==> config.mk <==
export PLATFORM = sky130hd
export DESIGN_NAME = keypad_scanner
export DESIGN_NICKNAME = d
export VERILOG_FILES = /design/src/rtl/keypad_pkg.sv /design/src/rtl/sync_2ff.sv /design/src/rtl/keypad_scanner.sv
export SDC_FILE = /design/constraint.sdc
export NUM_CORES = 1
export LEC_CHECK = 0
export CAP_MARGIN = 30
export CORE_ASPECT_RATIO = 1.25
export CORE_UTILIZATION = 45
export DETAILED_ROUTE_END_ITERATION = 10
export PLACE_DENSITY = 0.67
export RECOVER_POWER = 100
export SLEW_MARGIN = 20
export SYNTH_ARGS = -nofsm -noshare
export SYNTH_HDL_FRONTEND = slang
export SYNTH_SLANG_ARGS = --single-unit
==> constraint.sdc <==
create_clock -name clk -period 3.1 [get_ports clk]
set_clock_uncertainty 0.05 [all_clocks]
set_input_delay 0.465 -clock clk [delete_from_list [all_inputs] [get_ports clk]]
set_output_delay 0.465 -clock clk [all_outputs]
set_load 0.03 [all_outputs]
==> src/rtl/keypad_pkg.sv <==
// Shared definitions for the 4x4 keypad scanner: key codes, FSM encoding and the
// row/column to key-code mapping.
package keypad_pkg;

  typedef enum logic [1:0] {
    SCAN     = 2'd0,
    DEBOUNCE = 2'd1,
    EMIT     = 2'd2,
    RELEASE  = 2'd3
  } state_e;

  localparam logic [3:0] KEY_NONE = 4'h0;
  localparam logic [3:0] KEY_ZERO = 4'hA;
  localparam logic [3:0] KEY_A    = 4'hB;
  localparam logic [3:0] KEY_B    = 4'hC;
  localparam logic [3:0] KEY_C    = 4'hD;
  localparam logic [3:0] KEY_STAR = 4'hE;
  localparam logic [3:0] KEY_HASH = 4'hF;

  // Rows 0..2 carry digits 1..9 plus a letter in column 3; row 3 holds *, 0, # and
  // the null key, which is tracked but never reported.
  function automatic logic [3:0] key_code(input logic [1:0] row, input logic [1:0] col);
    logic [3:0] code;
    if (row == 2'd3) begin
      case (col)
        2'd0:    code = KEY_STAR;
        2'd1:    code = KEY_ZERO;
        2'd2:    code = KEY_HASH;
        default: code = KEY_NONE;
      endcase
    end else if (col == 2'd3) begin
      code = KEY_A + {2'b00, row};
    end else begin
      code = ({2'b00, row} << 1) + {2'b00, row} + {2'b00, col} + 4'd1;
    end
    return code;
  endfunction

endpackage

==> src/rtl/sync_2ff.sv <==
// Two-flop synchroniser for the asynchronous keypad column lines.
// Resets to the idle (all pulled-up) pattern so no phantom contact is seen.
module sync_2ff #(
  parameter int                WIDTH   = 4,
  parameter logic [WIDTH-1:0]  RST_VAL = '1
) (
  input  logic             clk,
  input  logic             rst,
  input  logic [WIDTH-1:0] d,
  output logic [WIDTH-1:0] q
);

  logic [WIDTH-1:0] meta_q;
  logic [WIDTH-1:0] sync_q;

  always_ff @(posedge clk or negedge rst) begin
    if (!rst) begin
      meta_q <= RST_VAL;
      sync_q <= RST_VAL;
    end else begin
      meta_q <= d;
      sync_q <= meta_q;
    end
  end

  assign q = sync_q;

endmodule

==> src/rtl/keypad_scanner.sv <==
// 4x4 matrix keypad scanner: walks the rows, debounces a single-column contact and
// reports each accepted press as a one-cycle key code strobe.
//
// state    | meaning
// ---------+------------------------------------------------------------
// SCAN     | drive current row, dwell SCAN_DIV cycles, then sample columns
// DEBOUNCE | row frozen, require latched column pattern to stay stable
// EMIT     | one cycle: register key code / strobe, raise key_held
// RELEASE  | row frozen, wait for all columns high for the debounce time
module keypad_scanner
  import keypad_pkg::*;
#(
  parameter int SCAN_DIV        = 1000,
  parameter int DEBOUNCE_CYCLES = 200000,
  parameter int CNT_W           = 18
) (
  input  logic       clk,
  input  logic       rst,
  input  logic [3:0] col_n,
  output logic [3:0] row_n,
  output logic [3:0] keypad,
  output logic       key_valid,
  output logic       key_held
);

  localparam logic [CNT_W-1:0] SCAN_TC = CNT_W'(SCAN_DIV - 1);
  localparam logic [CNT_W-1:0] DEB_TC  = CNT_W'(DEBOUNCE_CYCLES - 1);

  logic [3:0]       col_s;
  state_e           state_q, state_d;
  logic [1:0]       row_q, row_d;
  logic [3:0]       row_n_q, row_n_d;
  logic [CNT_W-1:0] cnt_q, cnt_d, cnt_inc;
  logic [3:0]       pat_q, pat_d;
  logic [1:0]       col_q, col_d;
  logic [3:0]       keypad_q, keypad_d;
  logic             key_valid_q, key_valid_d;
  logic             key_held_q, key_held_d;
  logic             single_low;
  logic [1:0]       low_idx;

  sync_2ff #(.WIDTH(4), .RST_VAL(4'hF)) u_col_sync (
    .clk (clk),
    .rst (rst),
    .d   (col_n),
    .q   (col_s)
  );

  // Saturating increment; the terminal compares below stop well before the top.
  assign cnt_inc = (cnt_q == '1) ? cnt_q : cnt_q + CNT_W'(1);

  always_comb begin
    single_low = 1'b1;
    low_idx    = 2'd0;
    case (col_s)
      4'b1110: low_idx = 2'd0;
      4'b1101: low_idx = 2'd1;
      4'b1011: low_idx = 2'd2;
      4'b0111: low_idx = 2'd3;
      default: single_low = 1'b0;
    endcase
  end

  always_comb begin
    state_d     = state_q;
    row_d       = row_q;
    cnt_d       = cnt_q;
    pat_d       = pat_q;
    col_d       = col_q;
    keypad_d    = KEY_NONE;
    key_valid_d = 1'b0;
    key_held_d  = key_held_q;
    case (state_q)
      SCAN: begin
        if (cnt_q >= SCAN_TC) begin
          cnt_d = '0;
          if (single_low) begin
            pat_d   = col_s;
            col_d   = low_idx;
            state_d = DEBOUNCE;
          end else begin
            row_d = row_q + 2'd1;
          end
        end else begin
          cnt_d = cnt_inc;
        end
      end
      DEBOUNCE: begin
        if (col_s != pat_q) begin
          state_d = SCAN;
          row_d   = row_q + 2'd1;
          cnt_d   = '0;
        end else if (cnt_q >= DEB_TC) begin
          state_d = EMIT;
          cnt_d   = '0;
        end else begin
          cnt_d = cnt_inc;
        end
      end
      EMIT: begin
        keypad_d    = key_code(row_q, col_q);
        key_valid_d = (keypad_d != KEY_NONE);
        key_held_d  = 1'b1;
        state_d     = RELEASE;
        cnt_d       = '0;
      end
      RELEASE: begin
        if (col_s != 4'hF) begin
          cnt_d = '0;
        end else if (cnt_q >= DEB_TC) begin
          key_held_d = 1'b0;
          state_d    = SCAN;
          row_d      = row_q + 2'd1;
          cnt_d      = '0;
        end else begin
          cnt_d = cnt_inc;
        end
      end
      default: begin
        state_d    = SCAN;
        row_d      = 2'd0;
        cnt_d      = '0;
        key_held_d = 1'b0;
      end
    endcase
    row_n_d = ~(4'b0001 << row_d);
  end

  always_ff @(posedge clk or negedge rst) begin
    if (!rst) begin
      state_q     <= SCAN;
      row_q       <= 2'd0;
      row_n_q     <= 4'b1110;
      cnt_q       <= '0;
      pat_q       <= 4'hF;
      col_q       <= 2'd0;
      keypad_q    <= KEY_NONE;
      key_valid_q <= 1'b0;
      key_held_q  <= 1'b0;
    end else begin
      state_q     <= state_d;
      row_q       <= row_d;
      row_n_q     <= row_n_d;
      cnt_q       <= cnt_d;
      pat_q       <= pat_d;
      col_q       <= col_d;
      keypad_q    <= keypad_d;
      key_valid_q <= key_valid_d;
      key_held_q  <= key_held_d;
    end
  end

  assign row_n     = row_n_q;
  assign keypad    = keypad_q;
  assign key_valid = key_valid_q;
  assign key_held  = key_held_q;

endmodule

==> results of run 1 <==
layout make-up:
type / count / area [µm²] / area share (%)
flip-flops and latches: 46 / 1170 / 43.1
well taps: 62 / 77.6 / 2.86
multi-input cells: 170 / 1180 / 43.3
inverters: 8 / 30.0 / 1.11
clock buffers: 5 / 68.8 / 2.54
clock inverters: 3 / 28.8 / 1.06
repair buffers: 18 / 163 / 5.99
layer usage:
metal | wire length, µm | vias to the layer above
met1 | 2040 | 867
met4 | 91 | 0
met2 | 2240 | 24
li1 | - | 876
met3 | 108 | 8
met5 | 0 | -
cells in the final DEF (no fill, tap or decap), types with 3 or more instances in the layout:
master / count
dfrtp_1: 31
nor2_1: 29
nand2_1: 20
xnor2_1: 18
dfstp_2: 15
dlygate4sd3_1: 14
nand3_1: 12
nor3_1: 9
inv_1: 8
a21oi_1: 8
nand4_1: 6
a211oi_1: 5
o21ai_0: 5
mux2_2: 5
ha_1: 5
clkbuf_8: 5
nor4_1: 4
a31oi_1: 4
mux2_1: 4
mux2i_1: 3
o31ai_1: 3
a32o_1: 3
kinds of logic (layout without fill, tap and decap cells):
family          Yosys count  count (layout)
mux                      12              12
compound gates           39              39
xor+xnor                 20              20
simple gates             92              92
fa+ha+maj                 7               7
flops                    46              46
buf+inv                  26              34
flip-flops by register name, summed over array words and instances, names as in the netlist, named ones only:
name	flops
cnt_q	18
col_q	2
key_held	1
key_valid	1
keypad	4
pat_q	4
row_n	4
row_q	2
state_q	1
u_col_sync.meta_q	4
u_col_sync.q	4
final timing paths:
kind / endpoint / slack, ps / cells past startpoint
max in group asynchronous: cnt_q[11] / 1010 / 2
worst min register to register: u_col_sync.q[0] / 310 / 0
min in group asynchronous: cnt_q[15] / 320 / 1
worst min-delay path: u_col_sync.q[0] / 310 / 0
worst max register to register: row_q[1] / 710 / 6
worst max-delay path: row_q[1] / 710 / 6
power groups by stage:
stage	Combinational [µW]	Sequential [µW]	Clock [µW]
6_report	25.9	617	403
5_1_grt	30.6	617	436
4_1_cts	32.4	617	419
3_5_place_dp	32.4	628	0
3_3_place_gp	27.6	627	0
2_1_floorplan	13.5	623	0
stage by stage:
stage	instances	total power, µW
floorplan	242	636
global placement	303	655
detailed placement	304	660
CTS	312	1070
global route	312	1080
finish	312	1050
worst max-delay path, cell delays in order (launching register included):
cell and delay, ps:
dfrtp_1 400, ha_1 250, nand2_1 90, nor3_1 520, a31oi_1 210, a32o_1 410, mux2_1 340
==> flow_results.org, run 1 <==
** Place
- After detailed placement, the total cell area comes to 0.00266 mm².
- Hpwl dp :: 3170 µm
- Port buffer count :: 15
- The congestion estimate from routability-driven global placement came to 0.824.
- Post-placement setup slack :: 728 ps

** Worst hold path
- Class of the most critical hold timing path :: register to register
- In this run the most critical hold path is launched from u_col_sync.meta_q[0].

** Global routing
- For this run, the total global-route usage over all layers was measured as 17.9%.
- For this run, global-route usage on met3 was measured as 3.76%.
- Antenna violations before repair :: 0
- Met1 Usage GRT :: 22.4%
- Global-route layer with the greatest usage :: met2
- Global-route wire length before repair :: 7850 µm
- Maximum number of pins on one net before global-route repair :: 25
- The via count of the first global-routing pass is 1710.
- Global routing used 29.2% of the available met2 tracks.
- Total grt overflow :: 0

** Synthesis
- Summing the areas of all and, or, nand and nor instances in the mapped netlist gives 19.1% of the synthesized area.
- Avg Inst Size Synth :: 10.2 µm²
- Ys Warns :: 0
- Part of the Yosys area used for sequential elements :: 47.3%
- In the synthesized netlist, the number of instances is 242.
- Synth top area share :: 31.4%
- Synth area leaders :: dfrtp_1 31%, dfstp_2 16%, xnor2_1 6.4%
- Area leader, netlist :: dfrtp_1
- Share of the synthesized area in compound gates (AO/OA/AOI/OAI) :: 11.9%
- The synthesized netlist devotes 7.09% of its cell area to XOR and XNOR gates.
- Mux cell area share after synthesis :: 5.92%
- After synthesis, the largest family of logic cells by area is simple AND/OR/NAND/NOR gates.
- Post-Synthesis Net Count :: 255
- Adder-cell share of the synthesized area :: 4.15%
- Sorting the synthesized cells by how often they occur yields 31 x dfrtp_1, 29 x nor2_1, 20 x nand2_1, 18 x xnor2_1, 15 x dfstp_2.
- Yosys instantiated no cell more often than dfrtp_1.
- Most used flip-flop cell after synthesis :: dfrtp_1
- Post-synthesis register bit count :: 46
- The synthesized design contains 0 enable-type register cells.
- Post-Syn Area :: 0.00247 mm²
- Distinct cells, synth :: 47
- Of all flip-flops after synthesis, the portion carrying an async set or reset was 100%.

** Job
- Max-cap violations in this run came to 0.

** STA
- For this run, the top clock speed supported by timing is 419 MHz.
- Measured slew at the worst slew-check pin :: 1200 ps
- Setup TNS :: 0 ps
- Measured against its own limit, the worst slew margin works out to 20.0%.
- Setup repair after global routing left no endpoint under its margin.
- The number of endpoints with negative hold slack in the final report was 0.
- After layout, the worst setup slack is 712 ps.
- Hold slack final :: 311 ps
- Count of final setup violators :: 0
- Slew Viols, Final :: 0
- Ratio of final minimum period to clock period :: 77.0%
- Post-route minimum period :: 2390 ps

** Setup path
- Category of the worst setup path launch point :: register
- Endpoint type of the worst setup path :: register
- Path type of the worst setup path :: register to register
- The most critical setup path has its startpoint at cnt_q[0].
- Worst r2r src :: cnt_q[0]
- CP max FO :: 6
- CP arrival :: 2540 ps
- Required time at the worst-slack endpoint :: 3250 ps

** Final layout
- Final net count :: 262
- Signed area change from the synthesized netlist to the final layout :: 9.77%
- Number of filler cells placed in the layout :: 448
- The repair_antennas step left the layout with diodes totalling 0.
- Once layout is done, the placed cells without fillers occupy 0.00271 mm².
- Final core utilization :: 52.3%
- Share of cells above drive strength 1 :: 13.6%

** Floorplan
- 16 I/O pins were placed.
- The die covers 0.00580 mm².
- Die Ht :: 84.9 µm
- In this run the standard cell core region covers 0.00519 mm².
- In this run the horizontal extent of the chip is 68.3 µm.
- Row count :: 29
- Initial Util :: 47.6%

** Clock tree
- Number of gates resized after cts :: 0
- Number of buffers inserted to repair setup after CTS :: 0
- CTS Hold Buffers Added :: 0
- Maximum buffer depth of the clock tree :: 2
- Total CTS buffers :: 5
- CTS root buffer :: clkbuf_8
- Clock-pin slew was measured on the worst setup and hold paths at 100 ps.
- Depth of the CTS H-tree :: 2
- Worst-skew pair later-pin latency :: 310 ps
- Clock tree from TritonCTS :: built
- Clock sink count :: 46

** Pwr
- VDD sags by at most 0.286 mV.
- Sequential cells burn 59.0% of the power.
- Combinational cells account for 2.5% of the total power.
- In this run, the clock network consumes 38.6% of the power.
- Internal Power :: 788 µW
- For this design the total switching power over the nets is 257 µW.
- Net switching is 24.6% of the power.
- For this design the static power due to leakage is 0.00113 µW.
- Pwr Density :: 385 mW/mm²

** Drt
- The first TritonRoute pass finished after 4 iterations.
- The count of nets left with antenna violations once routing finished came out at 0.
- Post-DR vias/cell :: 5.69
- Drt total wl :: 4480 µm
- Via count :: 1775
- In the routed design, unresolved DRC markers number 0.
- Dividing the detail-routed wire length by the instance count gives 14.4 µm.
- Number of violations reported at the end of detailed-routing iteration 0 :: 56

** Run status
- The flow ran to the end, and the final reports show no timing, DRC or antenna violations.
(Power assumes the default switching activity.)
==> inputs of run 2 (changes only) <==
- clock period: 3.1 -> 2.25 ns (I/O delays scaled with it)
==> flow_results.org, run 2 (synthesis results as in run 1) <==
** Pwr
- The leakage power of the design came to 0.00122 µW (was 0.00113 µW).
- Peak supply drop :: 0.373 mV (was 0.286 mV)
- Pwr Density :: 508 mW/mm² (was 385 mW/mm²)

** Floorplan
- The row count is 29 (unchanged).
- Top-level port count :: 16 (unchanged)
- The horizontal die dimension was 68.3 µm (unchanged).
- Placeable core region :: 0.00519 mm² (unchanged)
- Total Die Area :: 0.00580 mm² (unchanged)
- The initial core utilization was 47.6% (unchanged).
- Die Ht :: 84.9 µm (unchanged)

** Final layout
- The number of flip-flops under the largest register name came to 18 (unchanged).
- Non-filler instance count after layout :: 325 (was 312)
- The number of antenna repair diodes came to 0 (unchanged).
- The number of nets in the layout was 275 (was 262).
- Most flop-heavy register :: cnt_q (unchanged)
- The synthesis-to-layout area growth is 15.0% (was 9.77%).
- Area of all placed cells without fillers :: 0.00284 mm² (was 0.00271 mm²)
- Leading cell type in the layout, fill and taps excluded :: dfrtp_1 (unchanged)
- Top library cells by usage in the layout, fill and taps aside :: 31 x dfrtp_1, 29 x nor2_1, 20 x nand2_1, 18 x xnor2_1 (was 31 x dfrtp_1, 29 x nor2_1, 20 x nand2_1, 18 x xnor2_1, 15 x dfstp_2)
- Share of cells above drive strength 1 :: 18.6% (was 13.6%)

** STA
- The count of final setup violators is 0 (unchanged).
- The portion of the clock cycle consumed by the worst path in the final layout is 95.3% (was 77.0%).
- The relative max-transition margin came to 15.4% (was 20.0%).
- The fmax is 466 MHz (was 419 MHz).
- The number of max-slew violations in the final report is 0 (unchanged).
- The slack of the critical path was 106 ps (was 712 ps).
- The actual transition at the worst max-transition pin came to 1270 ps (was 1200 ps).
- The shortest clock period the worst path allows after layout came to 2140 ps (was 2390 ps).
- The setup TNS came to 0 ps (unchanged).
- Setup repair after global routing missed its margin: no (unchanged).
- Final number of hold-violating endpoints :: 0 (unchanged)

** Setup path
- CP arrival :: 2270 ps (was 2540 ps)
- Endpoint type of the worst setup path :: register (unchanged)
- Category of the worst setup path launch point :: register (unchanged)
- Path type of the worst setup path :: register to register (unchanged)
- The required time of the critical path is 2380 ps (was 3250 ps).
- The maximum fanout along the worst path is 2 (was 6).

** Run status
- Status :: complete, no violations (unchanged)

** Global routing
- The first-pass GRT wire length came to 8050 µm (was 7850 µm).
- Antenna violations before repair :: 0 (unchanged)
- The overall overflow remaining after global route was 0 (unchanged).
- The via count of the first global-routing pass came to 1771 (was 1710).
- Maximum number of pins on one net before global-route repair :: 25 (unchanged)
- Gr usage total :: 18.5% (was 17.9%)

** Clock tree
- Clk slew on worst S/H paths :: 90 ps (was 100 ps)
- The clock root buffer is clkbuf_8 (unchanged).
- The clock insertion delay at the later pin of the skew report is 300 ps (was 310 ps).
- The H-tree depth reported by CTS was 2 (unchanged).
- Clock tree from TritonCTS :: built (unchanged)
- Clock sink count :: 46 (unchanged)
- The number of buffers created by CTS was 5 (unchanged).
- The count of buffers added by post-CTS timing repair for setup came to 0 (unchanged).
- Maximum buffer depth of the clock tree :: 2 (unchanged)

** Job
- Max Cap Violations :: 0 (unchanged)

** Drt
- The starting DRC count in detailed routing came to 122 (was 56).
- The total number of vias is 1859 (was 1775).
- Post-DR vias/cell :: 5.72 (was 5.69)
- Detailed-router iteration count before antenna repair :: 4 (unchanged)
- The routed wirelength normalized by instance count came to 14.4 µm (about the same).
- The final wirelength is 4670 µm (was 4480 µm).
- The count of unresolved DRC violations after routing was 0 (unchanged).
- The residual antenna-violating net count after detailed routing was 0 (unchanged).

** Place
- The number of placed instances with taps included is 316 (was 304).
- The placer congestion estimate came to 0.804 (was 0.824).
- The area after detailed placement was 0.00274 mm² (was 0.00266 mm²).
- The HPWL after detailed placement was 3440 µm (was 3170 µm).
- The number of I/O port buffers came to 15 (unchanged).
- The placement-stage worst setup slack is 54.1 ps (was 728 ps).

** Worst hold path
- Class of the most critical hold timing path :: register to register (unchanged)
-- run 2: area by class of cell --
class | count | area (µm²)
clock inverter | 1 | 8.76
inverter | 8 | 30.0
clock buffer | 7 | 96.3
multi-input combinational | 170 | 1180
timing repair buffer | 31 | 279
fill | 473 | 2340
sequential | 46 | 1170
tap | 62 | 77.6
-- run 2: metal layers --
| metal | track usage (%) | up-vias | wire, µm |
|---|---|---|---|
| met5 | 0 | - | 0 |
| li1 | - | 898 | - |
| met1 | 22.5 | 921 | 2030 |
| met4 | 6.63 | 0 | 90 |
| met2 | 30.7 | 32 | 2390 |
| met3 | 4.70 | 8 | 159 |
-- run 2: report_power, final --
part / internal, µW / leakage, µW / total, µW / switching, µW
Clock: 282 / 0.0000544 / 556 / 274
Sequential: 840 / 0.000576 / 849 / 9.09
Combinational: 17.5 / 0.000585 / 40.6 / 23.1
-- run 2: worst max-delay path, cell delays in order (launching register included) --
cell     delay (ps)
dfrtp_1         410
fa_1            490
ha_1            220
fa_1            450
o32ai_2         300
a31oi_1         100
-- run 2: final timing paths --
check,endpoint,cells past startpoint,slack (ps),start
min reg2reg,u_col_sync.q[1],0,310,u_col_sync.meta_q[1]
min in group asynchronous,cnt_q[17],2,780,rst
max in group asynchronous,u_col_sync.meta_q[0],3,560,rst
min,u_col_sync.q[1],0,310,u_col_sync.meta_q[1]
max,key_valid,5,110,row_q[0]
max reg2reg,key_valid,5,110,row_q[0]
-- run 2: through the flow --
| step | hold WS [ps] | total power [µW] | utilization (%) |
|---|---|---|---|
| after floorplan | -8.09 | 876 | - |
| after global placement | 296 | 906 | 52.8 |
| after detailed placement | 297 | 907 | 52.8 |
| after CTS | 310 | 1470 | 55.0 |
| after global routing | 316 | 1510 | 54.8 |
| final | 308 | 1450 | 54.8 |
-- run 2: repair_timing --
action / CTS / global route
hold endpoints to repair: 19 / 0
gates resized for setup: 0 / 3
hold buffers: 1 / 0
setup endpoints to repair: 0 / 3
